==> src/rtl/mem_port_if.sv <==
// ============================================================================
// Module      : mem_port_if
// Description : Request/acknowledge bus between mem_port and a
//               variable-latency unified memory.
// Revision    : 1.0 - initial release
// ----------------------------------------------------------------------------
// Signals:
//   mem_req   : memory request, held until mem_ack
//   mem_we    : 1 = write transaction
//   mem_addr  : transaction address, stable while mem_req
//   mem_wdata : write data, stable while mem_req
//   mem_rdata : read data, valid in the mem_ack cycle
//   mem_ack   : one-cycle completion pulse
// Modports: master (mem_port side), slave (memory side)
// ============================================================================
`default_nettype none

interface mem_port_if #(
  parameter int DATA_W = 32,
  parameter int ADDR_W = 32
);
  logic              mem_req;
  logic              mem_we;
  logic [ADDR_W-1:0] mem_addr;
  logic [DATA_W-1:0] mem_wdata;
  logic [DATA_W-1:0] mem_rdata;
  logic              mem_ack;

  modport master (
    output mem_req, mem_we, mem_addr, mem_wdata,
    input  mem_rdata, mem_ack
  );

  modport slave (
    input  mem_req, mem_we, mem_addr, mem_wdata,
    output mem_rdata, mem_ack
  );
endinterface

`default_nettype wire

==> src/rtl/mem_port.sv <==
// ============================================================================
// Module      : mem_port
// Description : Memory-side stage behind the multicycle controller FSM.
//               Converts one-cycle fetch/read/store strobes into a req/ack
//               transaction, stalls the FSM while the access is
//               outstanding, and owns the Instruction and Memory Data
//               Registers.
// Revision    : 1.0 - initial release
// ----------------------------------------------------------------------------
// Ports:
//   clk, reset          : clock, synchronous active-low reset
//   IorD                : address select (0 = pc, 1 = alu_out)
//   IRWrite/MemRead/MemWrite : FSM fetch / data-read / store strobes
//   pc, alu_out, wd     : address sources and store data
//   stall               : combinational FSM/PC hold request
//   instr, mdr          : Instruction Register, Memory Data Register
//   err                 : sticky error (timeout, strobe conflict, stray ack)
//   mem                 : memory bus (mem_port_if.master)
//   stall_count         : stall-cycle counter (only with MEM_PORT_PERF_EN)
// Configuration macro: MEM_PORT_PERF_EN adds the saturating stall_count
// output; when undefined the port and counter are absent.
// ============================================================================
`default_nettype none

module mem_port #(
  parameter int DATA_W  = 32,
  parameter int ADDR_W  = 32,
  parameter int TIMEOUT = 255
) (
  input  logic              clk,
  input  logic              reset,
  input  logic              IorD,
  input  logic              IRWrite,
  input  logic              MemRead,
  input  logic              MemWrite,
  input  logic [ADDR_W-1:0] pc,
  input  logic [ADDR_W-1:0] alu_out,
  input  logic [DATA_W-1:0] wd,
  output logic              stall,
  output logic [DATA_W-1:0] instr,
  output logic [DATA_W-1:0] mdr,
  output logic              err,
  mem_port_if.master        mem
`ifdef MEM_PORT_PERF_EN
  ,
  output logic [31:0]       stall_count
`endif
);

  typedef enum logic {IDLE = 1'b0, BUSY = 1'b1} state_t;
  typedef enum logic [1:0] {K_FETCH = 2'd0, K_READ = 2'd1, K_WRITE = 2'd2} kind_t;

  localparam logic [15:0] TLAST = 16'(TIMEOUT - 1);

  state_t      state, state_next;
  kind_t       kind;
  logic [15:0] timer;
  logic        strobe, conflict;
  logic        start, done, abort;

  assign mem.mem_req = (state == BUSY);

  always_comb begin
    strobe     = IRWrite | MemRead | MemWrite;
    conflict   = (IRWrite & MemRead) | (IRWrite & MemWrite) | (MemRead & MemWrite);
    state_next = state;
    stall      = 1'b0;
    start      = 1'b0;
    done       = 1'b0;
    abort      = 1'b0;
    case (state)
      IDLE: begin
        if (strobe) begin
          start      = 1'b1;
          stall      = 1'b1;
          state_next = BUSY;
        end
      end
      BUSY: begin
        // An ack in the final timer cycle still completes normally.
        if (mem.mem_ack) begin
          done       = 1'b1;
          state_next = IDLE;
        end else if (timer == TLAST) begin
          abort      = 1'b1;
          state_next = IDLE;
        end else begin
          stall      = 1'b1;
        end
      end
      default: state_next = IDLE;
    endcase
  end

  always_ff @(posedge clk) begin
    if (!reset) begin
      state         <= IDLE;
      kind          <= K_FETCH;
      timer         <= '0;
      instr         <= '0;
      mdr           <= '0;
      err           <= 1'b0;
      mem.mem_we    <= 1'b0;
      mem.mem_addr  <= '0;
      mem.mem_wdata <= '0;
    end else begin
      state <= state_next;
      if (start) begin
        mem.mem_addr  <= IorD ? alu_out : pc;
        mem.mem_we    <= MemWrite;
        mem.mem_wdata <= wd;
        kind          <= MemWrite ? K_WRITE : (MemRead ? K_READ : K_FETCH);
        timer         <= '0;
        if (conflict) err <= 1'b1;
      end
      if (state == BUSY && !mem.mem_ack) timer <= timer + 16'd1;
      if (done) begin
        mem.mem_we <= 1'b0;
        case (kind)
          K_FETCH: instr <= mem.mem_rdata;
          K_READ:  mdr   <= mem.mem_rdata;
          default: ;
        endcase
      end
      if (abort) begin
        mem.mem_we <= 1'b0;
        err        <= 1'b1;
      end
      // Acks with no transaction outstanding are stray (e.g. after a reset abort).
      if (state == IDLE && mem.mem_ack) err <= 1'b1;
    end
  end

`ifdef MEM_PORT_PERF_EN
  always_ff @(posedge clk) begin
    if (!reset) begin
      stall_count <= '0;
    end else if (stall && stall_count != 32'hFFFF_FFFF) begin
      stall_count <= stall_count + 32'd1;
    end
  end
`endif

endmodule

`default_nettype wire
==> src/flat_wrapper.sv <==
// flat-port wrapper written by rule: the top's interface ports become plain ports
module mem_port_flat 
#(
  parameter int DATA_W  = 32,
  parameter int ADDR_W  = 32,
  parameter int TIMEOUT = 255
)
  (clk, reset, IorD, IRWrite, MemRead, MemWrite, pc, alu_out, wd, stall, instr, mdr, err, mem_mem_req, mem_mem_we, mem_mem_addr, mem_mem_wdata, mem_mem_rdata, mem_mem_ack);
  mem_port_if #(.DATA_W(DATA_W), .ADDR_W(ADDR_W)) mem_i ();
  input  logic clk;
  input  logic reset;
  input  logic IorD;
  input  logic IRWrite;
  input  logic MemRead;
  input  logic MemWrite;
  input  logic [ADDR_W-1:0] pc;
  input  logic [ADDR_W-1:0] alu_out;
  input  logic [DATA_W-1:0] wd;
  output logic stall;
  output logic [DATA_W-1:0] instr;
  output logic [DATA_W-1:0] mdr;
  output logic err;
  output wire logic [$bits(mem_i.mem_req)-1:0] mem_mem_req;
  output wire logic [$bits(mem_i.mem_we)-1:0] mem_mem_we;
  output wire logic [$bits(mem_i.mem_addr)-1:0] mem_mem_addr;
  output wire logic [$bits(mem_i.mem_wdata)-1:0] mem_mem_wdata;
  input wire logic [$bits(mem_i.mem_rdata)-1:0] mem_mem_rdata;
  input wire logic [$bits(mem_i.mem_ack)-1:0] mem_mem_ack;
  assign mem_mem_req = mem_i.mem_req;
  assign mem_mem_we = mem_i.mem_we;
  assign mem_mem_addr = mem_i.mem_addr;
  assign mem_mem_wdata = mem_i.mem_wdata;
  assign mem_i.mem_rdata = mem_mem_rdata;
  assign mem_i.mem_ack = mem_mem_ack;
  mem_port #(.DATA_W(DATA_W), .ADDR_W(ADDR_W), .TIMEOUT(TIMEOUT)) u_core (.clk(clk), .reset(reset), .IorD(IorD), .IRWrite(IRWrite), .MemRead(MemRead), .MemWrite(MemWrite), .pc(pc), .alu_out(alu_out), .wd(wd), .stall(stall), .instr(instr), .mdr(mdr), .err(err), .mem(mem_i));
endmodule
==> config.mk <==
export PLATFORM = sky130hd
export DESIGN_NAME = mem_port_flat
export DESIGN_NICKNAME = d
export VERILOG_FILES = /design/src/rtl/mem_port_if.sv /design/src/rtl/mem_port.sv /design/src/flat_wrapper.sv
export SDC_FILE = /design/constraint.sdc
export NUM_CORES = 1
export LEC_CHECK = 0
export ABC_AREA = 1
export BUFFER_PORTS_ARGS = -buffer_cell sky130_fd_sc_hd__buf_2
export CORE_MARGIN = 3
export CORE_UTILIZATION = 49
export CTS_BUF_LIST = sky130_fd_sc_hd__clkbuf_4
export CTS_CLUSTER_SIZE = 8
export DETAILED_ROUTE_END_ITERATION = 10
export PLACE_DENSITY = 0.83
export SETUP_SLACK_MARGIN = 0.05
export SYNTH_ARGS = -nofsm -noshare
export SYNTH_HDL_FRONTEND = slang
export SYNTH_SLANG_ARGS = --single-unit
==> constraint.sdc <==
create_clock -name clk -period 1.7 [get_ports clk]
set_input_delay 0.17 -clock clk [delete_from_list [all_inputs] [get_ports clk]]
set_output_delay 0.17 -clock clk [all_outputs]
set_load 0.1 [all_outputs]
Yosys cells after proc, flatten, opt, wreduce, memory -nomap -nowiden:

Index checks and enable logic that the tools add are counted.

* output and inout bits: 132
* logic and storage cells: 51
* register bits after elaboration: 149

* mux-type cells: 19
* reductions and logical operators: 11
* equality and inequality tests: 2
* $add $sub $neg: 1
* bitwise gates (word level): 9

Operator list (number)
* $mux W16: 2
* $mux W32: 1
* $add A16 B1 Y16 const B: 1
* $eq A16 B8 Y1 const B: 1
* $mux W1: 14
* $reduce_and A2 Y1: 3
* $reduce_bool A3 Y1: 2
* $or A1 B1 Y1: 4
* $and A1 B1 Y1: 3
* $reduce_or A3 Y1: 1
* $eq A2 B1 Y1 const B: 1
* $logic_and A1 B1 Y1: 2
* $logic_not A2 Y1: 1
* $mux W2: 1
* $not A1 Y1: 2
* $pmux W1 S2: 1
* $reduce_bool A2 Y1: 1
* $logic_not A1 Y1: 1

Logic depth before layout (Yosys ltp):

Gate-level depths: netlist of run 1.

* depth after elaboration: 7
* gate-level depth with buffers: 9
* depth with buffers taken out: 9

Worst setup path after synthesis of run 1:

OpenSTA, ideal clock, no wires.

* kind: flip-flop to output port
* start point: reg u_core.state (netlist: u_core.mem.mem_req)
* end point: out stall
* arrival time: 2.160 ns
* data required time: 1.530 ns
* slack: -0.630 ns
* path buffers: 0
* stages on the path, launching flop included: 7
* cells stage by stage: dfxtp_1 -> inv_2 -> nor2_4 -> inv_2 -> nand2_2 -> nand2_1 -> inv_1

* word-level cells in the longest chain between the ends: 2

Ends and longest elaborated chain
* start: declaration: RTL line mem_port.sv:55 `state_t state, state_next;`
* start signal: assignment: RTL line mem_port.sv:107 `state <= state_next;`
* $not A1 Y1
* $pmux W1 S2 *: RTL line mem_port.sv:71 `case (state)`
* end: declaration: RTL line flat_wrapper.sv:19 `output logic stall;`

Mark *: on every way between the ends. The rest lies on a longest branch, timed or not.

Final worst setup path of run 1:

* start point: reg u_core.timer[0]
* end point: out stall

* word-level cells in the longest chain between the ends: 4

Ends and longest elaborated chain
* start: declaration: RTL line mem_port.sv:57 `logic [15:0] timer;`
* start signal: assignment: RTL line mem_port.sv:116 `if (state == BUSY && !mem.mem_ack) timer <= timer + 16'd1;`
* $eq A16 B8 Y1: RTL line mem_port.sv:84 `end else if (timer == TLAST) begin`
* $mux W1: RTL line mem_port.sv:84
* $mux W1: RTL line mem_port.sv:81 `if (mem.mem_ack) begin`
* $pmux W1 S2: RTL line mem_port.sv:71

Every way passes these cells.

==> reports/qor.tcl, run 1 <==
set qor(outcome) {finished with violations}
set qor(violations) {setup timing}
set qor(place_worst_setup_slack_ns) 0.2005
set qor(synth.area.top_cells) {sky130_fd_sc_hd__dfxtp_1 (51%), sky130_fd_sc_hd__nor2_1 (16%), sky130_fd_sc_hd__o21ai_0 (11%), sky130_fd_sc_hd__a21oi_1 (7.0%), sky130_fd_sc_hd__inv_1 (3.2%)}
set qor(critical_path_class) {register to output port}
set qor(synth-edff-count) 0
set qor(detail_route.wirelength.met1_um) 7980
set qor(syn_inst) 806
set qor(post_detailed_route_drc_marker_count) 0
set qor(clock_latency_ns) 0.55
set qor(yosys-top-cells-count) {sky130_fd_sc_hd__nor2_1 (253), sky130_fd_sc_hd__dfxtp_1 (149), sky130_fd_sc_hd__o21ai_0 (134)}
set qor(io_buffer_count) 266
set qor(synth_top_area_frac) 0.5079
set qor(met2RoutedLength_um) 11030
set qor(cp_max_fo) 2
set qor(synth-warning-count) 0
set qor(ys_seq_elements) 149
set qor(regArea_um2) 3004
set qor(area_delta_synth_final_pct) 53.69
set qor(post_synthesis_cell_type_with_the_largest_combined_area) {sky130_fd_sc_hd__dfxtp_1}
set qor(htree_levels) 4
set qor(groute.usage.overall) 0.3205
set qor(die_area_um2) 13340
set qor(min_path_type) {input pin to register}
set qor(layout.filler_cells) 755
set qor(drt_iter0_markers) 732
set qor(clk_transition_reported_paths_ns) 0.11
set qor(layout-drive-gt1-share) 0.2937
set qor(number_of_routed_nets_with_antenna_violations) 0
set qor(cp-end-kind) {output port}
set qor(timing.final.crit_share) 1.104
set qor(num-nets-final) 1319
set qor(power.leakage_nw) 4.437
set qor(timing.final.max_slew_violations) 0
set qor(final_util) 0.7805
set qor(die-height_um) 115.5
set qor(grt_start_max_net_pins) 65
set qor(final.setup_skew_ns) 0.01474
set qor(critical_path.cell_chain) {inv_2 -> ha_4 -> nand3_4 -> nor2_4 -> nand3_2 -> nand2_2 -> clkinvlp_4 -> buf_12}
set qor(maxSlewHeadroom) 0.5970
set qor(yosys.cell_count.top_type) {sky130_fd_sc_hd__nor2_1}
set qor(pin_slew_with_the_least_headroom_to_its_limit_ns) 0.6036
set qor(final_hold_viol_count) 0
set qor(cts_sinks) 149
set qor(ys_dominant_reg_cell) {sky130_fd_sc_hd__dfxtp_1}
set qor(wire_per_inst_um) 16.36
set qor(yosysUniqueCellTypes) 26
set qor(via_per_inst) 5.278
set qor(worst_setup_path_start_kind) {register}
set qor(floorplan.io_pins) 267
set qor(maxUsedRoutingLayer) {met4}
set qor(tritoncts) {yes}
set qor(multi_input_comb_area_um2) 2535
set qor(yosysSeqAreaShare) 0.5079
set qor(maxCapViolations) 0
set qor(place_hpwl_um) 12220
set qor(clock_path_buffers) 2
set qor(fmax_mhz) 532.9
set qor(die_x_um) 115.5
set qor(power.ir.vdd_worst_mv) 0.7790
set qor(total_power_mw) 9.171
set qor(post_synth.cell_area_avg_um2) 7.287
set qor(grt_setup_unrepaired) {yes}
set qor(layout_min_cycle_time_ns) 1.877
set qor(num_rows) 39
set qor(fp.coreArea_um2) 11560
set qor(tritoncts_buffer_count) 17
set qor(required_ns) 1.53
set qor(place_congestion) 0.8701
set qor(cpPeakStageDelay_ns) 0.34
set qor(worst_slack_ns) -0.1766
set qor(synth_fp_nets) 943
set qor(clockRootBuffer) {sky130_fd_sc_hd__clkbuf_4}
set qor(pd_cells_nw_per_um2) 1016
set qor(internal_reg_to_reg_setup_slack_ns) -0.01
set qor(routed-via-count) 7088
set qor(first_global_vias) 6940
set qor(firstDrtPassIters) 6
set qor(area_of_the_mapped_netlist_um2) 5873
set qor(grt_remaining_overflow) 0
set qor(setup_violations) 2
set qor(floorplan.initialDensity) 0.5078
set qor(total_length_of_routed_wires_um) 21970
set qor(postSynth.asyncResetShare) 0
set qor(crit_slowest_cell) {sky130_fd_sc_hd__dfxtp_2}
set qor(cp_data_arrival_time_ns) 1.71
set qor(global_route_wire_length_before_repair_um) 33690
set qor(route.met3.wl_um) 1933
set qor(number_of_antenna_violations_at_the_first_check_in_global_routing) 3
## critical path: cells and delay by family (launching register included)
family	cells	cell delay, ns
buf+inv	3	0.35
flops	1	0.34
simple gates	4	0.34
fa+ha+maj	1	0.14
## layout by cell type, fill, tap and decap left out, types with 4 or more instances in the layout
cell type,Yosys,layout
sky130_fd_sc_hd__nand4_1,5,5
sky130_fd_sc_hd__dlygate4sd3_1,0,123
sky130_fd_sc_hd__clkbuf_4,0,21
sky130_fd_sc_hd__nand2_1,43,40
sky130_fd_sc_hd__nand3_1,8,6
sky130_fd_sc_hd__dfxtp_4,0,4
sky130_fd_sc_hd__buf_12,0,7
sky130_fd_sc_hd__buf_4,1,13
sky130_fd_sc_hd__inv_2,5,5
sky130_fd_sc_hd__dfxtp_1,149,140
sky130_fd_sc_hd__a21oi_1,82,81
sky130_fd_sc_hd__clkinv_2,1,9
sky130_fd_sc_hd__buf_2,22,263
sky130_fd_sc_hd__nor2_1,253,250
sky130_fd_sc_hd__o21ai_1,10,11
sky130_fd_sc_hd__nor2_4,2,4
sky130_fd_sc_hd__nand2_2,2,4
sky130_fd_sc_hd__diode_2,0,5
sky130_fd_sc_hd__inv_1,50,48
sky130_fd_sc_hd__dfxtp_2,0,5
sky130_fd_sc_hd__o21ai_0,134,133
## layer usage
metal / GRT usage / up-vias
met5: 0 / -
met4: 0.2027 / 0
met3: 0.1149 / 93
met2: 0.5467 / 407
met1: 0.3353 / 3223
li1: - / 3365
## cells by family (layout without fill, tap and decap cells)
kind of cell | count (synthesis) | count (layout) | share of synthesized area
AND/OR/NAND/NOR | 322 | 322 | 0.2205
adder cells (fa/ha/maj) | 2 | 2 | 0.004260
other | 0 | 5 | 0
AO/OA/AOI/OAI | 227 | 227 | 0.1939
flip-flops | 149 | 149 | 0.5079
buffers and inverters | 106 | 495 | 0.07350
## stage by stage
stage,std cells,hold slack [ns],instance area (um2),TNS [ns]
after global routing,1341,0.00005013,9021,-2.028
after floorplan,806,0.3049,5886,0
after detailed placement,1176,0.4126,7351,0
final,1343,0.05560,9026,-0.1820
after CTS,1335,0.0007468,8936,-0.2279
after global placement,1176,0.4067,7351,0
## layout make-up
class,instances,area share
Timing Repair Buffer,407,0.3094
Clock buffer,20,0.01663
Sequential cell,149,0.3328
Inverter,56,0.02398
Tap cell,143,0.01982
Clock inverter,12,0.01511
Multi-Input combinational cell,551,0.2808
Antenna cell,5,0.001386
## flip-flops by register name, summed over array words and instances (netlist names)
signal                count
u_core.mem.mem_addr      32
u_core.mem.mem_wdata     32
u_core.mdr               32
u_core.mem.mem_req        1
u_core.kind               2
u_core.instr             32
u_core.timer             16
u_core.err                1
u_core.mem.mem_we         1
## power by group
group / leakage [nW] / internal (mW) / switching [mW] / total [mW]
sequential: 1.23 / 3.72 / 0.129 / 3.85
clock: 0.164 / 1.05 / 1.25 / 2.30
combinational: 3.05 / 0.686 / 2.34 / 3.03
## path summary, 6_finish.rpt
| check | depth (start not counted) | startpoint | to |
|---|---|---|---|
| max reg2reg | 6 | u_core.mem.mem_req | u_core.mem.mem_addr[21] |
| max | 8 | u_core.timer[0] | stall |
| min | 5 | pc[17] | u_core.mem.mem_addr[17] |
| min reg2reg | 2 | u_core.mem.mem_wdata[27] | u_core.mem.mem_wdata[27] |
## what timing repair did
item,4_1_cts,5_1_grt
endpoints found under the setup margin,1,24
hold buffers,123,0
buffers inserted,4,3
resized for setup,14,16
endpoints found under the hold margin,129,0
pin swaps,3,8
No activity file was read; power rests on OpenSTA's default activity.
==> inputs of run 2 (changes only) <==
Settings changed: CORE_UTILIZATION 49 to 40, CTS_BUF_LIST sky130_fd_sc_hd__clkbuf_4 to sky130_fd_sc_hd__clkbuf_8, PLACE_DENSITY 0.83 to 0.7.
==> reports/qor.tcl, run 2 (synthesis results as in run 1) <==
set qor(final.setup_skew_ns) 0.009111 ;# -0.005631 ns
set qor(critical_path.cell_chain) {inv_2 -> ha_4 -> nand3_2 -> nor2_2 -> nand3_1 -> nand2_2 -> clkinvlp_4 -> buf_12}
set qor(layout.filler_cells) 1263 ;# +67%
set qor(pin_slew_with_the_least_headroom_to_its_limit_ns) 0.5922 ;# -0.01137 ns
set qor(grt_setup_unrepaired) {yes}
set qor(layout.cell_area.non_filler_um2) 8646 ;# -4.2%
set qor(place_worst_setup_slack_ns) 0.2072 ;# +0.006656 ns
set qor(via_per_inst) 4.846 ;# -8.2%
set qor(fmax_mhz) 571.9 ;# +7.3%
set qor(cpPeakStageDelay_ns) 0.33 ;# about the same
set qor(total_length_of_routed_wires_um) 18390 ;# -16%
set qor(leading_cell_type_in_the_layout_fill_and_taps_excluded) {sky130_fd_sc_hd__buf_2}
set qor(layout_min_cycle_time_ns) 1.748 ;# -0.1282 ns
set qor(power.leakage_nw) 4.289 ;# -3.3%
set qor(number_of_antenna_violations_at_the_first_check_in_global_routing) 0 ;# -3
set qor(firstDrtPassIters) 4 ;# -2
set qor(final_hold_viol_count) 0 ;# unchanged
set qor(num-nets-final) 1267 ;# -3.9%
set qor(area_delta_synth_final_pct) 47.21
set qor(io_buffer_count) 266 ;# unchanged
set qor(crit-reg2reg-capture) {u_core.timer[12]}
set qor(critical_path_class) {register to output port}
set qor(setup.worst_path.end) {stall}
set qor(grt_start_max_net_pins) 98 ;# +51%
set qor(numPlacedInstances) 1215 ;# +3.3%
set qor(die-height_um) 127.2 ;# +10%
set qor(global_route_wire_length_before_repair_um) 29300 ;# -13%
set qor(place_hpwl_um) 12100 ;# -1.0%
set qor(final_util) 0.6134 ;# -0.1671
set qor(clockRootBuffer) {sky130_fd_sc_hd__clkbuf_8}
set qor(maxSlewHeadroom) 0.6046 ;# +0.007590
set qor(outcome) {finished with violations}
set qor(tritoncts) {yes}
set qor(dpl_cell_area_um2) 7372 ;# +0.29%
set qor(die_area_um2) 16170 ;# +21%
set qor(timing.final.crit_share) 1.028 ;# -0.07541
set qor(crit_start) {u_core.timer[0]}
set qor(timing.final.max_slew_violations) 0 ;# unchanged
set qor(worst_setup_path_start_kind) {register}
set qor(die_x_um) 127.2 ;# +10%
set qor(htree_levels) 4 ;# unchanged
set qor(place_congestion) 0.9121 ;# +4.8%
set qor(cp-end-kind) {output port}
set qor(groute.usage.overall) 0.2209 ;# -0.09960
set qor(first_global_vias) 6050 ;# -13%
set qor(required_ns) 1.53 ;# about the same
set qor(maxCapViolations) 0 ;# unchanged
set qor(fp.coreArea_um2) 14100 ;# +22%
set qor(setup_violations) 1 ;# -1
set qor(internal_reg_to_reg_setup_slack_ns) 0.22 ;# +0.23 ns
set qor(clock_latency_ns) 0.44 ;# -0.11 ns
set qor(routed-via-count) 6421 ;# -9.4%
set qor(cts_sinks) 149 ;# unchanged
set qor(post_detailed_route_drc_marker_count) 0 ;# unchanged
set qor(floorplan.io_pins) 267 ;# unchanged
set qor(worst-r2r-cell-count) 10 ;# +4
set qor(timing.hold.ws_ns) 0.02933 ;# -0.02627 ns
set qor(grt_remaining_overflow) 0 ;# unchanged
set qor(timing.rr.start) {u_core.timer[0]}
set qor(crit_slowest_cell) {sky130_fd_sc_hd__dfxtp_2}
set qor(num_rows) 43 ;# +10%
set qor(drt_iter0_markers) 454 ;# -38%
set qor(layout-drive-gt1-share) 0.3010 ;# +0.007239
set qor(pd_cells_nw_per_um2) 1135 ;# +12%
set qor(floorplan.initialDensity) 0.4167 ;# -0.09119
set qor(fin_cells) 1325 ;# -1.3%
set qor(power.ir.vdd_worst_mv) 0.7251 ;# -6.9%
set qor(tritoncts_buffer_count) 17 ;# unchanged
set qor(min_path_type) {input pin to register}
set qor(number_of_routed_nets_with_antenna_violations) 0 ;# unchanged
set qor(wire_per_inst_um) 13.88 ;# -15%
set qor(cp_max_fo) 2 ;# unchanged
set qor(cp_data_arrival_time_ns) 1.58 ;# -0.13 ns
set qor(commonest_non_fill_non_tap_cells_in_the_layout) {sky130_fd_sc_hd__buf_2 (264), sky130_fd_sc_hd__nor2_1 (249), sky130_fd_sc_hd__dfxtp_1 (144), sky130_fd_sc_hd__o21ai_0 (134), sky130_fd_sc_hd__a21oi_1 (82)}
set qor(worst_slack_ns) -0.04842 ;# +0.1282 ns
set qor(clk_transition_reported_paths_ns) 0.09 ;# -0.02 ns
set qor(violations) {setup timing}
set qor(clock_path_buffers) 2 ;# unchanged
==> run 2: area by class of cell <==
class                   instances  area (um2)  share of cell area
diodes                          2       5.005           0.0005789
clock buffers                  17       234.0             0.02706
clock inverters                15       229.0             0.02648
inverters                      56       215.2             0.02489
multi-input cells             551        2496              0.2887
flip-flops and latches        149        2994              0.3463
well taps                     180       225.2             0.02605
repair buffers                355        2247              0.2599
==> run 2: critical path: cells and delay by family, from the launching register on <==
| kind | cells | cell delay, ns |
|---|---|---|
| and+or+nand+nor | 4 | 0.34 |
| buffers and inverters | 3 | 0.34 |
| adders and majority gates | 1 | 0.12 |
| DFF | 1 | 0.33 |
==> run 2: per-stage QoR <==
stage | setup TNS (ns) | total power [mW]
CTS | -0.08875 | 9.871
finish | -0.04842 | 9.816
detailed placement | 0 | 6.583
global route | -0.1569 | 10.20
floorplan | 0 | 6.029
global placement | 0 | 6.566
==> run 2: worst min path at each step <==
stage          slack (ns)              start                       to  depth (start not counted)
2_1_floorplan        0.30  mem_mem_rdata[14]           u_core.mdr[14]                          2
4_1_cts             0.002        alu_out[27]  u_core.mem.mem_addr[27]                          3
3_3_place_gp         0.41  mem_mem_rdata[31]           u_core.mdr[31]                          3
3_5_place_dp         0.41  mem_mem_rdata[31]           u_core.mdr[31]                          3
5_1_grt              0.02        alu_out[23]  u_core.mem.mem_addr[23]                          3
6_report             0.03        alu_out[21]  u_core.mem.mem_addr[21]                          3
==> run 2: routing by layer <==
metal,GRT usage,routed length (um),up-vias
met1,0.2644,7694,2856
met5,0,0,-
met4,0.09464,510,0
met2,0.3739,8747,277
li1,-,-,3246
met3,0.05978,1435,42
==> run 2: where the power goes <==
part	internal (mW)	leakage [nW]	switching, mW
Clock	1.76	0.230	1.39
Sequential	3.72	1.23	0.112
Combinational	0.576	2.83	2.25
==> run 2: what timing repair did <==
item	CTS	global route
endpoints found under the setup margin	1	1
setup buffers	3	1
resized for setup	14	4
pin swaps	4	2
endpoints found under the hold margin	104	0
hold buffers	72	0
==> inputs of run 3 (changes only) <==
Settings changed: CORE_ASPECT_RATIO set to 2, HOLD_SLACK_MARGIN set to 0.15.
==> reports/qor.tcl, run 3 (synthesis results as in run 1) <==
set qor(outcome) {finished with violations}
set qor(violations) {setup timing}
set qor(final_hold_viol_count) 0 ;# unchanged
set qor(die_x_um) 91.68 ;# -28%
set qor(layout.cell_area.non_filler_um2) 9246 ;# +6.9%
set qor(num-nets-final) 1330 ;# +5.0%
set qor(commonest_non_fill_non_tap_cells_in_the_layout) {sky130_fd_sc_hd__buf_2 (264), sky130_fd_sc_hd__nor2_1 (249), sky130_fd_sc_hd__dfxtp_1 (138), sky130_fd_sc_hd__o21ai_0 (134), sky130_fd_sc_hd__dlygate4sd3_1 (129)}
set qor(pd_cells_nw_per_um2) 1030 ;# -9.3%
set qor(grt_start_max_net_pins) 55 ;# -44%
set qor(floorplan.io_pins) 267 ;# unchanged
set qor(cp-end-kind) {output port}
set qor(power.ir.vdd_worst_mv) 0.7602 ;# +4.8%
set qor(number_of_routed_nets_with_antenna_violations) 0 ;# unchanged
set qor(htree_levels) 4 ;# unchanged
set qor(min_path_type) {input pin to register}
set qor(clock_path_buffers) 2 ;# unchanged
set qor(cp_max_fo) 4 ;# +2
set qor(cp_data_arrival_time_ns) 1.61 ;# +0.03 ns
set qor(tritoncts) {yes}
set qor(place_congestion) 0.8629 ;# -5.4%
set qor(cts_sinks) 149 ;# unchanged
set qor(multi_input_comb_area_um2) 2511 ;# +0.60%
set qor(via_per_inst) 4.903 ;# +1.2%
set qor(crit_start) {u_core.timer[1]}
set qor(worst_setup_path_start_kind) {register}
set qor(maxSlewHeadroom) 0.5951 ;# -0.009562
set qor(timing.rr.start) {u_core.timer[0]}
set qor(worst-r2r-cell-count) 10 ;# unchanged
set qor(grt_remaining_overflow) 0 ;# unchanged
set qor(tritoncts_buffer_count) 17 ;# unchanged
set qor(total_length_of_routed_wires_um) 20270 ;# +10%
set qor(pin_slew_with_the_least_headroom_to_its_limit_ns) 0.6065 ;# +0.01432 ns
set qor(number_of_antenna_violations_at_the_first_check_in_global_routing) 0 ;# unchanged
set qor(area_delta_synth_final_pct) 57.44
set qor(post_detailed_route_drc_marker_count) 0 ;# unchanged
set qor(clockRootBuffer) {sky130_fd_sc_hd__clkbuf_8}
set qor(drt_iter0_markers) 300 ;# -34%
set qor(global_route_wire_length_before_repair_um) 32290 ;# +10%
set qor(crit-reg2reg-capture) {u_core.timer[12]}
set qor(leading_cell_type_in_the_layout_fill_and_taps_excluded) {sky130_fd_sc_hd__buf_2}
set qor(floorplan.initialDensity) 0.4092 ;# -0.007410
set qor(first_global_vias) 6746 ;# +12%
set qor(final.setup_skew_ns) 0.01421 ;# +0.005095 ns
set qor(layout-drive-gt1-share) 0.2968 ;# -0.004113
set qor(routed-via-count) 6854 ;# +6.7%
set qor(layout.filler_cells) 1187 ;# -6.0%
set qor(setup.worst_path.end) {stall}
set qor(fp.coreArea_um2) 14350 ;# +1.8%
set qor(io_buffer_count) 266 ;# unchanged
set qor(total_power_mw) 9.522 ;# -3.0%
set qor(die_area_um2) 16260 ;# +0.55%
set qor(clk_transition_reported_paths_ns) 0.08 ;# about the same
set qor(fin_setup_tns_ns) -0.08178 ;# -0.03335 ns
set qor(grt_setup_unrepaired) {yes}
set qor(required_ns) 1.53 ;# about the same
set qor(setup_violations) 1 ;# unchanged
set qor(place_worst_setup_slack_ns) 0.2476 ;# +0.04041 ns
set qor(insertedDiodeCount) 0 ;# -2
set qor(final_util) 0.6443 ;# +0.03094
set qor(num_rows) 62 ;# +44%
set qor(timing.final.max_slew_violations) 0 ;# unchanged
set qor(worst_slack_ns) -0.08178 ;# -0.03335 ns
set qor(layout_min_cycle_time_ns) 1.782 ;# +0.03335 ns
set qor(power.leakage_nw) 4.513 ;# +5.2%
set qor(firstDrtPassIters) 4 ;# unchanged
set qor(internal_reg_to_reg_setup_slack_ns) 0.16 ;# -0.06 ns
set qor(dpl_cell_area_um2) 7442 ;# +0.95%
set qor(place_hpwl_um) 12960 ;# +7.1%
set qor(regArea_um2) 3004 ;# +0.33%
set qor(fmax_mhz) 561.2 ;# -1.9%
set qor(die-height_um) 177.4 ;# +39%
set qor(groute.usage.overall) 0.2434 ;# +0.02250
set qor(maxCapViolations) 0 ;# unchanged
set qor(timing.final.crit_share) 1.048 ;# +0.01962
set qor(critical_path_class) {register to output port}
set qor(wire_per_inst_um) 14.50 ;# +4.5%
set qor(clock_latency_ns) 0.44 ;# about the same
[run 3: layer usage]
layer	part of all wire	vias up	track usage
met3	0.067	72	0.05176
met2	0.53	308	0.4446
met5	0	-	0
li1	-	3381	-
met1	0.36	3093	0.2596
met4	0.045	0	0.1228
[run 3: area by class of cell]
class                           instances  share of cell area
Sequential cell                       149              0.3249
Timing Repair Buffer                  418              0.3123
Multi-Input combinational cell        551              0.2716
Clock buffer                           18             0.02679
Tap cell                              192             0.02598
Inverter                               56             0.02327
Clock inverter                         14             0.01516
[run 3: timing repair]
item / 4_1_cts / 5_1_grt
buffers inserted: 6 / 2
pin swaps: 7 / 7
hold buffers: 129 / 0
setup endpoints to repair: 1 / 3
gates resized for setup: 19 / 5
endpoints found under the hold margin: 132 / 0
gates cloned: 0 / 0
[run 3: power breakdown]
part,internal [mW],switching [mW],total [mW]
Combinational,0.711,2.30,3.01
Clock,1.24,1.44,2.68
Sequential,3.72,0.115,3.83
Total,5.67,3.85,9.52
[run 3: through the flow]
| step | std cells | hold WS (ns) |
|---|---|---|
| 2_1_floorplan | 806 | 0.3049 |
| 3_3_place_gp | 1229 | 0.4086 |
| 3_5_place_dp | 1229 | 0.4158 |
| 4_1_cts | 1396 | 0.1551 |
| 5_1_grt | 1398 | 0.1732 |
| 6_report | 1398 | 0.1837 |
[run 3: how the worst min path moves through the flow]
stage / from / endpoint / slack, ns / depth (start not counted)
finish: pc[22] / u_core.mem.mem_addr[22] / 0.18 / 5
global route: pc[20] / u_core.mem.mem_addr[20] / 0.17 / 5
CTS: MemWrite / u_core.mem.mem_we / 0.16 / 5
detailed placement: mem_mem_rdata[31] / u_core.instr[31] / 0.42 / 3
global placement: mem_mem_rdata[31] / u_core.mdr[31] / 0.41 / 3
floorplan: mem_mem_rdata[14] / u_core.mdr[14] / 0.30 / 2
[run 3: worst max-delay path: stages, from the launching register on]
cell and delay, ns:
sky130_fd_sc_hd__dfxtp_4 0.39, sky130_fd_sc_hd__ha_4 0.14, sky130_fd_sc_hd__nand3_2 0.06, sky130_fd_sc_hd__nor2_2 0.12
sky130_fd_sc_hd__nand3_1 0.10, sky130_fd_sc_hd__nand2_2 0.11, sky130_fd_sc_hd__clkinvlp_4 0.10, sky130_fd_sc_hd__buf_12 0.17
